File: config.mk
export PLATFORM = sky130hd
export DESIGN_NAME = tx_arbiter
export DESIGN_NICKNAME = d
export VERILOG_FILES = /design/src/rtl/tx_arb_pkg.sv /design/src/rtl/tx_arbiter_rr_pick.sv /design/src/rtl/tx_arbiter.sv
export SDC_FILE = /design/constraint.sdc
export NUM_CORES = 1
export LEC_CHECK = 0
export BUFFER_PORTS_ARGS = -buffer_cell sky130_fd_sc_hd__buf_2
export CAP_MARGIN = 10
export CORE_ASPECT_RATIO = 1.5
export CORE_UTILIZATION = 53
export CTS_CLUSTER_DIAMETER = 200
export CTS_CLUSTER_SIZE = 40
export DETAILED_ROUTE_END_ITERATION = 8
export GPL_ROUTABILITY_DRIVEN = 0
export PLACE_DENSITY = 0.89
export SYNTH_ARGS = -nofsm -noshare
export SYNTH_HDL_FRONTEND = slang
export SYNTH_HIERARCHICAL = 1
export SYNTH_SLANG_ARGS = --single-unit
File: constraint.sdc
create_clock -name clk -period 7.52 [get_ports clk]
set_input_delay 1.128 -clock clk [delete_from_list [all_inputs] [get_ports clk]]
set_output_delay 1.128 -clock clk [all_outputs]
set_load 0.01 [all_outputs]
File: src/rtl/tx_arb_pkg.sv
// Shared types and defaults for the UART transmit arbiter.
// State encoding and default parameter values live here.
package tx_arb_pkg;

    typedef enum logic [1:0] {
        IDLE = 2'b00,
        SEND = 2'b01,
        DONE = 2'b11
    } state_t;

    localparam int NUM_REQ_DEF = 4;
    localparam int TIMEOUT_DEF = 1023;

endpackage

File: src/rtl/tx_arbiter_rr_pick.sv
// Combinational round-robin picker: lowest requester at or
// above the pointer, wrapping modulo NUM_REQ.
module rr_pick
    import tx_arb_pkg::*;
#(
    parameter int NUM_REQ = NUM_REQ_DEF,
    parameter int IW      = $clog2(NUM_REQ)
) (
    input  logic [NUM_REQ-1:0] i_req,
    input  logic [IW-1:0]      i_ptr,
    output logic [NUM_REQ-1:0] o_grant,
    output logic [IW-1:0]      o_idx,
    output logic               o_any
);

    logic [IW-1:0] w_j;
    int            w_pos;

    // Scan from farthest offset to nearest so the nearest wins.
    always_comb begin
        o_grant = '0;
        o_idx   = '0;
        o_any   = |i_req;
        w_pos   = 0;
        w_j     = '0;
        for (int i = NUM_REQ - 1; i >= 0; i--) begin
            w_pos = int'(i_ptr) + i;
            if (w_pos >= NUM_REQ) w_pos = w_pos - NUM_REQ;
            w_j = IW'(w_pos);
            if (i_req[w_j]) begin
                o_idx      = w_j;
                o_grant    = '0;
                o_grant[w_j] = 1'b1;
            end
        end
    end

endmodule

File: src/rtl/tx_arbiter.sv
// Round-robin arbiter sharing one UART transmitter among sources.
// Optional SEND watchdog compiled in with `define TX_ARB_TIMEOUT_EN.
module tx_arbiter
    import tx_arb_pkg::*;
#(
    parameter int NUM_REQ        = NUM_REQ_DEF,
    parameter int TIMEOUT_CYCLES = TIMEOUT_DEF
) (
    input  logic                 clk,
    input  logic                 nRst,
    input  logic [NUM_REQ-1:0]   req,
    input  logic [NUM_REQ*8-1:0] req_byte,
    input  logic                 transmit_ready,
    output logic [NUM_REQ-1:0]   ack,
    output logic [NUM_REQ-1:0]   done,
    output logic                 tx_ctrl,
    output logic [7:0]           tx_byte,
    output logic                 busy,
    output logic                 err
);

    localparam int IW = $clog2(NUM_REQ);

    state_t               r_state, w_state;
    logic [IW-1:0]        r_ptr, w_ptr, r_sel, w_sel;
    logic [7:0]           r_byte, w_byte;
    logic                 r_tx_ctrl, w_tx_ctrl;
    logic                 r_busy, w_busy;
    logic [NUM_REQ-1:0]   r_ack, w_ack, r_done, w_done;
    logic [NUM_REQ-1:0]   w_grant, w_sel_oh;
    logic [IW-1:0]        w_idx, w_ptr_inc;
    logic                 w_any;
    logic [7:0]           w_pick_byte;

`ifdef TX_ARB_TIMEOUT_EN
    localparam int CW = ($clog2(TIMEOUT_CYCLES) > 0) ?
                        $clog2(TIMEOUT_CYCLES) : 1;
    logic [CW-1:0] r_cnt, w_cnt;
    logic          r_err, w_err;
    logic          w_expire;
    assign w_expire = (r_cnt == CW'(TIMEOUT_CYCLES - 1));
    assign err      = r_err;
`else
    assign err = 1'b0;
`endif

    rr_pick #(
        .NUM_REQ (NUM_REQ),
        .IW      (IW)
    ) u_pick (
        .i_req   (req),
        .i_ptr   (r_ptr),
        .o_grant (w_grant),
        .o_idx   (w_idx),
        .o_any   (w_any)
    );

    assign w_ptr_inc = (r_sel == IW'(NUM_REQ - 1)) ? '0 : r_sel + 1'b1;

    // Byte mux for the picked source and one-hot of the latched source.
    always_comb begin
        w_pick_byte = 8'h00;
        w_sel_oh    = '0;
        for (int i = 0; i < NUM_REQ; i++) begin
            if (w_idx == IW'(i)) w_pick_byte = req_byte[8*i +: 8];
            if (r_sel == IW'(i)) w_sel_oh[i] = 1'b1;
        end
    end

    // Next-state and next-output logic; every output is registered.
    always_comb begin
        w_state   = r_state;
        w_ptr     = r_ptr;
        w_sel     = r_sel;
        w_byte    = r_byte;
        w_tx_ctrl = 1'b0;
        w_ack     = '0;
        w_done    = '0;
`ifdef TX_ARB_TIMEOUT_EN
        w_cnt     = r_cnt;
        w_err     = 1'b0;
`endif
        case (r_state)
            IDLE: begin
                if (w_any) begin
                    w_state   = SEND;
                    w_sel     = w_idx;
                    w_byte    = w_pick_byte;
                    w_tx_ctrl = 1'b1;
                    w_ack     = w_grant;
`ifdef TX_ARB_TIMEOUT_EN
                    w_cnt     = '0;
`endif
                end
            end
            SEND: begin
                w_tx_ctrl = 1'b1;
                if (transmit_ready) begin
                    w_state   = DONE;
                    w_done    = w_sel_oh;
                    w_tx_ctrl = 1'b0;
                end
`ifdef TX_ARB_TIMEOUT_EN
                else if (w_expire) begin
                    w_state   = IDLE;
                    w_err     = 1'b1;
                    w_tx_ctrl = 1'b0;
                    w_ptr     = w_ptr_inc;
                end else begin
                    w_cnt = r_cnt + 1'b1;
                end
`endif
            end
            DONE: begin
                w_state = IDLE;
                w_ptr   = w_ptr_inc;
            end
            default: w_state = IDLE;
        endcase
        w_busy = (w_state != IDLE);
    end

    // State and output registers with synchronous active-low reset.
    always_ff @(posedge clk) begin
        if (!nRst) begin
            r_state   <= IDLE;
            r_ptr     <= '0;
            r_sel     <= '0;
            r_byte    <= 8'h00;
            r_tx_ctrl <= 1'b0;
            r_busy    <= 1'b0;
            r_ack     <= '0;
            r_done    <= '0;
`ifdef TX_ARB_TIMEOUT_EN
            r_cnt     <= '0;
            r_err     <= 1'b0;
`endif
        end else begin
            r_state   <= w_state;
            r_ptr     <= w_ptr;
            r_sel     <= w_sel;
            r_byte    <= w_byte;
            r_tx_ctrl <= w_tx_ctrl;
            r_busy    <= w_busy;
            r_ack     <= w_ack;
            r_done    <= w_done;
`ifdef TX_ARB_TIMEOUT_EN
            r_cnt     <= w_cnt;
            r_err     <= w_err;
`endif
        end
    end

    assign ack     = r_ack;
    assign done    = r_done;
    assign tx_ctrl = r_tx_ctrl;
    assign tx_byte = r_byte;
    assign busy    = r_busy;

endmodule

[Yosys cells after proc, flatten, opt, wreduce, memory -nomap -nowiden]
Index checks and enable logic that the tools add are counted.
Operators by class
  add/subtract/negate cells: 8
  reduce and logical (&&, ||, !) cells: 12
  muxes and demuxes: 43
  equality and inequality tests: 8
  $lt $le $gt $ge: 12
Operator list (number)
  8-bit 2-to-1 mux: 4
  2-bit 2-to-1 mux: 11
  4-bit 2-to-1 mux: 4
  1-bit 2-to-1 mux: 14
  2-bit by 3-bit < comparator with 1-bit output, second input constant: 4
  2-bit equality test, second input constant: 5
  3-bit greater-or-equal comparator, second input constant: 3
  1-bit binary-select mux with 2-bit select: 4
  1-bit demux with 2-bit select: 4
  2-bit by 1-bit greater-or-equal comparator with 1-bit output, second input constant: 4
  2-bit by 1-bit subtractor with 2-bit output, second input constant: 4
  2-bit by 2-bit adder with 3-bit output, second input constant: 2
  2-bit by 1-bit equality test with 1-bit output, second input constant: 3
  2-bit zero test: 3
  3-bit AND reduction: 2
  1-bit logical AND: 4
  2-bit one-hot mux with 2 select lines: 1
  4-bit OR reduction: 1
  2-bit by 1-bit adder with 3-bit output, second input constant: 1
  2-bit by 3-bit greater-or-equal comparator with 1-bit output, second input constant: 1
  2-bit by 1-bit adder with 2-bit output, second input constant: 1
  1-bit one-hot mux with 2 select lines: 1
  2-bit AND reduction: 1
  2-bit nonzero test: 1
Word-level totals
  logic and storage cells: 91
  bits of input ports: 39
  register bits: 24

[Logic depth before layout (Yosys ltp)]
Gate-level depths: netlist of run 1.
  depth after elaboration: 14
  mapped depth: 11
  gate-level depth less buffers: 8

[Cells and area by module]
The synthesis of run 1 kept the hierarchy.
By module, submodules not included
  tx_arbiter: instances 1, area each 1052.3 µm², cells each 88
  rr_pick: instances 1, area each 498.0 µm², cells each 62

[Least setup slack after synthesis of run 1]
OpenSTA, ideal clock, no wires.
  kind: in2reg
  from: input req[1]
  to: register r_byte[0], in the netlist tx_byte[0]
  cell stages on the path: 7
  library setup time: 117 ps
  arrival time: 2884 ps
  data required time: 7403 ps
  slack: 4519 ps
  cell sequence: mux2_2 > mux2i_1 > nand3_1 > o2bb2ai_1 > buf_6 > mux4_2 > o2bb2ai_1
Between the ends
  word-level cells in the longest chain between the ends: 11
  elaborated cells on any way between the ends: 22
  classes of those cells: 3 x eq/ne; 16 x mux; 3 x reduce/logical
Ends and longest elaborated chain
  from (decl): line tx_arbiter.sv:11  | input logic [NUM_REQ-1:0] req,
  1-bit binary-select mux with 2-bit select: line tx_arbiter_rr_pick.sv:30  | if (i_req[w_j]) begin
  1-bit 2-to-1 mux (not written as such): line tx_arbiter_rr_pick.sv:30
  2-bit 2-to-1 mux (3 in a row): line tx_arbiter_rr_pick.sv:30
  2-bit 2-to-1 mux *: line tx_arbiter_rr_pick.sv:30
  named net w_idx[0]: line tx_arbiter.sv:31  | logic [IW-1:0] w_idx, w_ptr_inc;
  2-bit zero test: line tx_arbiter.sv:65  | if (w_idx == IW'(i)) w_pick_byte = req_byte[8*i +: 8];
  8-bit 2-to-1 mux (3 in a row): line tx_arbiter.sv:65
  8-bit 2-to-1 mux *: line tx_arbiter.sv:65
  to (signal assigned): line tx_arbiter.sv:142  | r_byte <= w_byte;
  to (decl): line tx_arbiter.sv:26  | logic [7:0] r_byte, w_byte;
Mark *: on every way through the listed nets, which the timed path passes. The rest lies on a longest branch. The select of a mux whose other input is x is not followed.
A chain may end at the register's enable or synchronous reset.

[Final worst setup path of run 1]
  from: input req[1]
  to: register r_byte[3], in the netlist tx_byte[3]
Same word-level chain as after synthesis.

==> qor.yml, run 1 <==
peakVddDrop_uv: 100
diodes: 0
r2r_start: "r_ptr[0]"
yosysUniqueCellTypes: 42
ctsHoldBuffers: 0
root_buffer: "clkbuf_8"
critPathKind: "in -> reg"
hold_viol: 0
numCtsBuffers: 3
finalClockSkew_ns: 0.00141
clock.fmax_mhz: 275
viasPerCell: 5.75
grt_use_total: 0.243
nets: 255
fin_crit_ns: 3.63
post_cts.repair.setup_buffers: 0
worst-path-stages: 8
yosys_warnings: 6
grt_pass1_wl_um: 5580
hold_end: "tx_byte[5]"
drt_wl_total_um: 3400
slew_viol_final: 0
rsz0062_at_grt: "no"
drive_above_1_share: 0.386
pwr-share-comb: 0.247
grt_overflow: 0
avgSynthCellArea_um2: 10.3
fp.dieH_um: 68.2
synth-async-reset-ratio: 0
cp.required_ns: 7.66
port_buffers: 56
outcome: "finished clean"
critical_path_arrival_ns: 3.77
clockPowerShare: 0.257
p_leak_uw: 0.000833
grt_max_degree: 21
worstMarginPinSlew_ns: 0.701
drv_cap: 0
fin_crit_sh: 0.483
cts_tree: "done"
r2r_slack_ns: 4.05
final-setup-viol-count: 0
critPathTopFamily: "multiplexers"
drc: 0
grt_pass1_vias: 1381
drt_iter0_markers: 44
wire_per_inst_um: 14.2
path_cells: "buf_2, mux2_2, mux2i_1, nand3_1, o2bb2ai_1, buf_4, mux4_2, o2bb2ai_1"
slowest_delay_ns: 0.60
synth-seq-area-share: 0.310
hold_path_class: "reg -> reg"
min_from: "tx_byte[5]"
syn_nets: 201
cts_resized: 0
dieArea_mm2: 0.00315
antenna_found_initial: 0
ys.flop_type: "dfxtp_1"
dr.pass1.iters: 4
core.rowCount: 23
fin_tns_setup_ns: 0
timing.slew.headroom: 0.533
ff2ff_path_depth: 7
vias: 1374
cts_num_sinks: 24
switching_share: 0.268
critical_path.startpoint: "req[1]"
min_delay_path_depth: 2
clk_pin_slew_worst_paths_ns: 0.07
layoutNonFillerInstCount: 239
h-tree-depth: 1
startpoint_type: "primary input"
p_int_uw: 208
synth_cells: 150
critPathMaxFanout: 8
critPathBufInv: 2
insertion_delay_ns: 0.26
ys_ff_latch: 24
initial_utilization: 0.567
area_growth_pct: 20.7
dp_cells: 235
reg2reg_to: "tx_byte[3]"
core_mm2: 0.00273
endpoint_kind: "flop"
seqPwrFrac: 0.496
place_hpwl_um: 2640
cpMostUsedCell: "o2bb2ai_1"
syn-cell-area_mm2: 0.00155
cts_buffer_depth: 2
switchingPower_uw: 76.3
cp_slowest_cell: "o2bb2ai_1"
drtAntennaViolNets: 0
p_per_area_mw_per_mm2: 152
ios: 58
synth_edf_count: 0
die_w_um: 46.2
synth_stat cells, types with 2 or more instances:
| library cell | instances | area, µm² |
|---|---|---|
| a21boi_0 | 2 | 15.0 |
| a21o_1 | 2 | 15.0 |
| a21oi_1 | 3 | 15.0 |
| a22oi_1 | 3 | 22.5 |
| a31oi_1 | 3 | 18.8 |
| and2_1 | 5 | 31.3 |
| and3_1 | 4 | 25.0 |
| buf_4 | 3 | 22.5 |
| buf_6 | 2 | 22.5 |
| dfxtp_1 | 24 | 480 |
| ha_1 | 12 | 150 |
| inv_1 | 5 | 18.8 |
| mux2_2 | 3 | 33.8 |
| mux2i_1 | 6 | 60.1 |
| mux4_2 | 9 | 203 |
| nand2_1 | 12 | 45.0 |
| nand3_1 | 3 | 15.0 |
| nand4_1 | 5 | 31.3 |
| nor2_1 | 7 | 26.3 |
| nor2b_1 | 4 | 25.0 |
| nor3b_1 | 3 | 22.5 |
| o21ai_0 | 2 | 10.0 |
| o2bb2ai_1 | 9 | 78.8 |
worst max path at each step:
stage | end | slack, ns
2_1_floorplan | tx_byte[0] | 4.52
3_3_place_gp | tx_byte[1] | 3.60
3_5_place_dp | tx_byte[0] | 3.45
4_1_cts | tx_byte[0] | 3.74
5_1_grt | tx_byte[2] | 3.72
6_report | tx_byte[3] | 3.89
logic make-up after synthesis:
logic type / after synthesis / synth area share
and+or+nand+nor: 51 / 0.191
AOI/OAI and AO/OA: 29 / 0.139
DFF: 24 / 0.310
muxes: 19 / 0.208
buffers and inverters: 14 / 0.0525
adders and majority gates: 12 / 0.0968
other: 1 / 0.00242
tightest hold or removal path, cell delays in order (launching register included):
cell and delay (ns):
dfxtp_1 0.31, nand2_1 0.05, o2bb2ai_1 0.06
area by class of cell:
cell class,count,area (µm²)
clock buffer,3,41.3
tap,37,46.3
timing repair buffer,58,295
inverter,5,18.8
fill,217,863
sequential,24,480
multi-input combinational,112,988
placed cells by master (no fill, tap or decap), types with 4 or more instances in the layout:
master / Yosys / layout
buf_2: 1 / 56
dfxtp_1: 24 / 24
mux2i_1: 6 / 6
ha_1: 12 / 12
inv_1: 5 / 5
and2_1: 5 / 5
o2bb2ai_1: 9 / 9
nand4_1: 5 / 5
nor2_1: 7 / 7
mux4_2: 9 / 9
nor2b_1: 4 / 4
and3_1: 4 / 4
nand2_1: 12 / 12
state kept, by name, summed over array words and instances (netlist names):
signal and cells:
r_state 2, tx_byte 8, done 4, r_ptr 2, busy 1, ack 4
r_sel 2, tx_ctrl 1
power by group through the flow:
stage | sequential [µW] | clock, µW | combinational (µW)
global placement | 143 | 0 | 66.6
finish | 141 | 73.1 | 70.3
floorplan | 146 | 0 | 44.8
global route | 142 | 79.5 | 76.9
detailed placement | 144 | 0 | 69.3
CTS | 141 | 73.4 | 69.4
per-stage QoR:
step	hold WS (ns)	worst slack, ns	area, µm²	power, µW	utilization
4_1_cts	0.470	3.74	1860	284	0.681
2_1_floorplan	0.484	4.52	1550	191	-
5_1_grt	0.491	3.72	1870	298	0.684
6_report	0.467	3.89	1870	284	0.684
3_5_place_dp	0.459	3.45	1820	213	0.666
3_3_place_gp	0.448	3.60	1820	210	0.666
layer usage:
metal  track usage  up-vias  routed length [µm]
li1              -      663                   -
met5             0        -                   0
met2         0.468       54                1890
met1         0.231      640                1250
met4         0.136        0                 106
met3        0.0343       17                 146
Power figures use the tool's default switching activity.
==> run 2, diff against run 1 <==
Settings changed: CORE_UTILIZATION 53 to 44, PLACE_DENSITY 0.89 to 0.8.
Clock period 7.52 ns to 3.25 ns, I/O delays scaled along.
==> run 2 against run 1 <==
Count of clock-buffer cells in the layout stayed put. Worst setup slack worse by 3.4 ns. Cell count up 3.3%. Total power increased by 130%. Via count shrank 0.51%. Register-to-register slack got worse by 3.5 ns. Combinational power increased by 140%. Critical path type is now reg -> reg. Critical endpoint is now tx_byte[0]. Largest cell class unchanged.
==> qor.yml, run 2 (synthesis results as in run 1) <==
outcome: "finished clean"  # unchanged
final_common_cell: "buf_2"  # unchanged
slowest_delay_ns: 0.53  # was 0.60 ns
dr.pass1.iters: 4  # unchanged
cts_resized: 0  # unchanged
critical_path.startpoint: "r_ptr[0]"  # was req[1]
diodes: 0  # unchanged
critPathTopFamily: "multiplexers"  # unchanged
r2r_start: "r_ptr[0]"  # unchanged
drt_iter0_markers: 35  # was 44
drtAntennaViolNets: 0  # unchanged
final-setup-viol-count: 0  # unchanged
critPathBufInv: 2  # unchanged
insertion_delay_ns: 0.26  # about the same
switching_share: 0.275  # was 0.268
grt_use_total: 0.213  # was 0.243
seqCellArea_um2: 480  # unchanged
p_leak_uw: 0.000849  # was 0.000833 µW
drive_above_1_share: 0.395  # was 0.386
path_cells: "inv_1, ha_1, mux2_2, o21ai_0, o2bb2ai_1, buf_4, mux4_2, o2bb2ai_1"  # was buf_2, mux2_2, mux2i_1, nand3_1, o2bb2ai_1, buf_4, mux4_2, o2bb2ai_1
core.rowCount: 26  # was 23
seqPwrFrac: 0.487  # was 0.496
port_buffers: 56  # unchanged
slew_viol_final: 0  # unchanged
root_buffer: "clkbuf_8"  # unchanged
clockPowerShare: 0.261  # was 0.257
initial_utilization: 0.458  # was 0.567
startpoint_type: "flop"  # was primary input
finalClockSkew_ns: 0.00456  # was 0.00141 ns
peakVddDrop_uv: 202  # was 100 µV
layout_common_cells: "buf_2 (56), dfxtp_1 (24), nand2_1 (12), ha_1 (12)"  # unchanged
antenna_found_initial: 0  # unchanged
largest_reg_flops: 8  # unchanged
cts_num_sinks: 24  # unchanged
wire_per_inst_um: 14.4  # was 14.2 µm
fin_tns_setup_ns: 0  # unchanged
cts_buffer_depth: 2  # unchanged
cp_slowest_cell: "mux4_2"  # was o2bb2ai_1
utilization: 0.561  # was 0.684
grt_max_degree: 21  # unchanged
switchingPower_uw: 183  # was 76.3 µW
critPathKind: "reg -> reg"  # was in -> reg
cpMostUsedCell: "o2bb2ai_1"  # unchanged
die_w_um: 50.5  # was 46.2 µm
vias: 1367  # was 1374
core_mm2: 0.00338  # was 0.00273 mm²
hold_path_class: "in -> reg"  # was reg -> reg
hold_viol: 0  # unchanged
area_growth_pct: 22.5  # was 20.7%
r2r_slack_ns: 0.52  # was 4.05 ns
ios: 58  # unchanged
multiInputGateArea_um2: 988  # unchanged
grt_pass1_wl_um: 6040  # was 5580 µm
drc: 0  # unchanged
clock.fmax_mhz: 366
fin_crit_ns: 2.73
numCtsBuffers: 3  # unchanged
h-tree-depth: 1  # unchanged
fin_hold_ws_ns: 0.419  # was 0.467 ns
cts_tree: "done"  # unchanged
pwr-share-comb: 0.252  # was 0.247
ctsHoldBuffers: 0  # unchanged
cp.required_ns: 3.38  # was 7.66 ns
critical_path_arrival_ns: 2.86  # was 3.77 ns
p_per_area_mw_per_mm2: 351  # was 152 mW/mm²
grt_pass1_vias: 1307  # was 1381
clk_pin_slew_worst_paths_ns: 0.08  # was 0.07 ns
worstMarginPinSlew_ns: 0.625  # was 0.701 ns
drt_wl_total_um: 3550  # was 3400 µm
grt_overflow: 0  # unchanged
finalInstanceArea_mm2: 0.00190  # was 0.00187 mm²
rsz0062_at_grt: "no"  # unchanged
min_from: "transmit_ready"  # was tx_byte[5]
drv_cap: 0  # unchanged
critPathMaxFanout: 9  # was 8
endpoint_kind: "flop"  # unchanged
nets: 258  # was 255
placed_cell_area_mm2: 0.00186  # was 0.00182 mm²
post_cts.repair.setup_buffers: 0  # unchanged
place_hpwl_um: 2880  # was 2640 µm
timing.slew.headroom: 0.583  # was 0.533
dieArea_mm2: 0.00377  # was 0.00315 mm²
fp.dieH_um: 74.7  # was 68.2 µm
viasPerCell: 5.53  # was 5.75
fin_crit_sh: 0.840
p_int_uw: 483  # was 208 µW
fillers: 319  # was 217
==> run 2: changes by cell type in the layout (fill, tap and decap cells not counted), sizes merged <==
cell / before / now
buf: 58 / 61
==> run 2: per-layer routing <==
metal,wire length [µm],vias to the layer above,track usage
li1,-,667,-
met1,1360,657,0.242
met2,1990,35,0.399
met3,118,8,0.0263
met4,72,0,0.0926
met5,0,-,0
==> run 2: area by class of cell <==
class | count | share of cell area
Inverter | 5 | 0.00988
Tap cell | 42 | 0.0277
Timing Repair Buffer | 61 | 0.167
Multi-Input combinational cell | 112 | 0.520
Clock buffer | 3 | 0.0217
Sequential cell | 24 | 0.253
==> run 2: worst paths after layout <==
check               endpoint  cells past startpoint
setup / recovery  tx_byte[0]                      8
hold / removal       tx_ctrl                      2
setup reg to reg  tx_byte[0]                      8
hold reg to reg   tx_byte[1]                      2
==> run 2: per-stage QoR <==
step | std cells | worst slack [ns] | power, µW
floorplan | 150 | 0.619 | 442
global placement | 244 | 0.625 | 495
detailed placement | 244 | 0.534 | 500
CTS | 247 | 0.524 | 669
global route | 247 | 0.302 | 701
finish | 247 | 0.520 | 666
==> run 2: power groups by stage <==
| stage | logic [µW] | registers [µW] | clock network (µW) |
|---|---|---|---|
| global route | 184 | 327 | 190 |
| finish | 168 | 324 | 174 |
| floorplan | 104 | 338 | 0 |
| CTS | 169 | 324 | 175 |
| global placement | 164 | 331 | 0 |
| detailed placement | 168 | 331 | 0 |
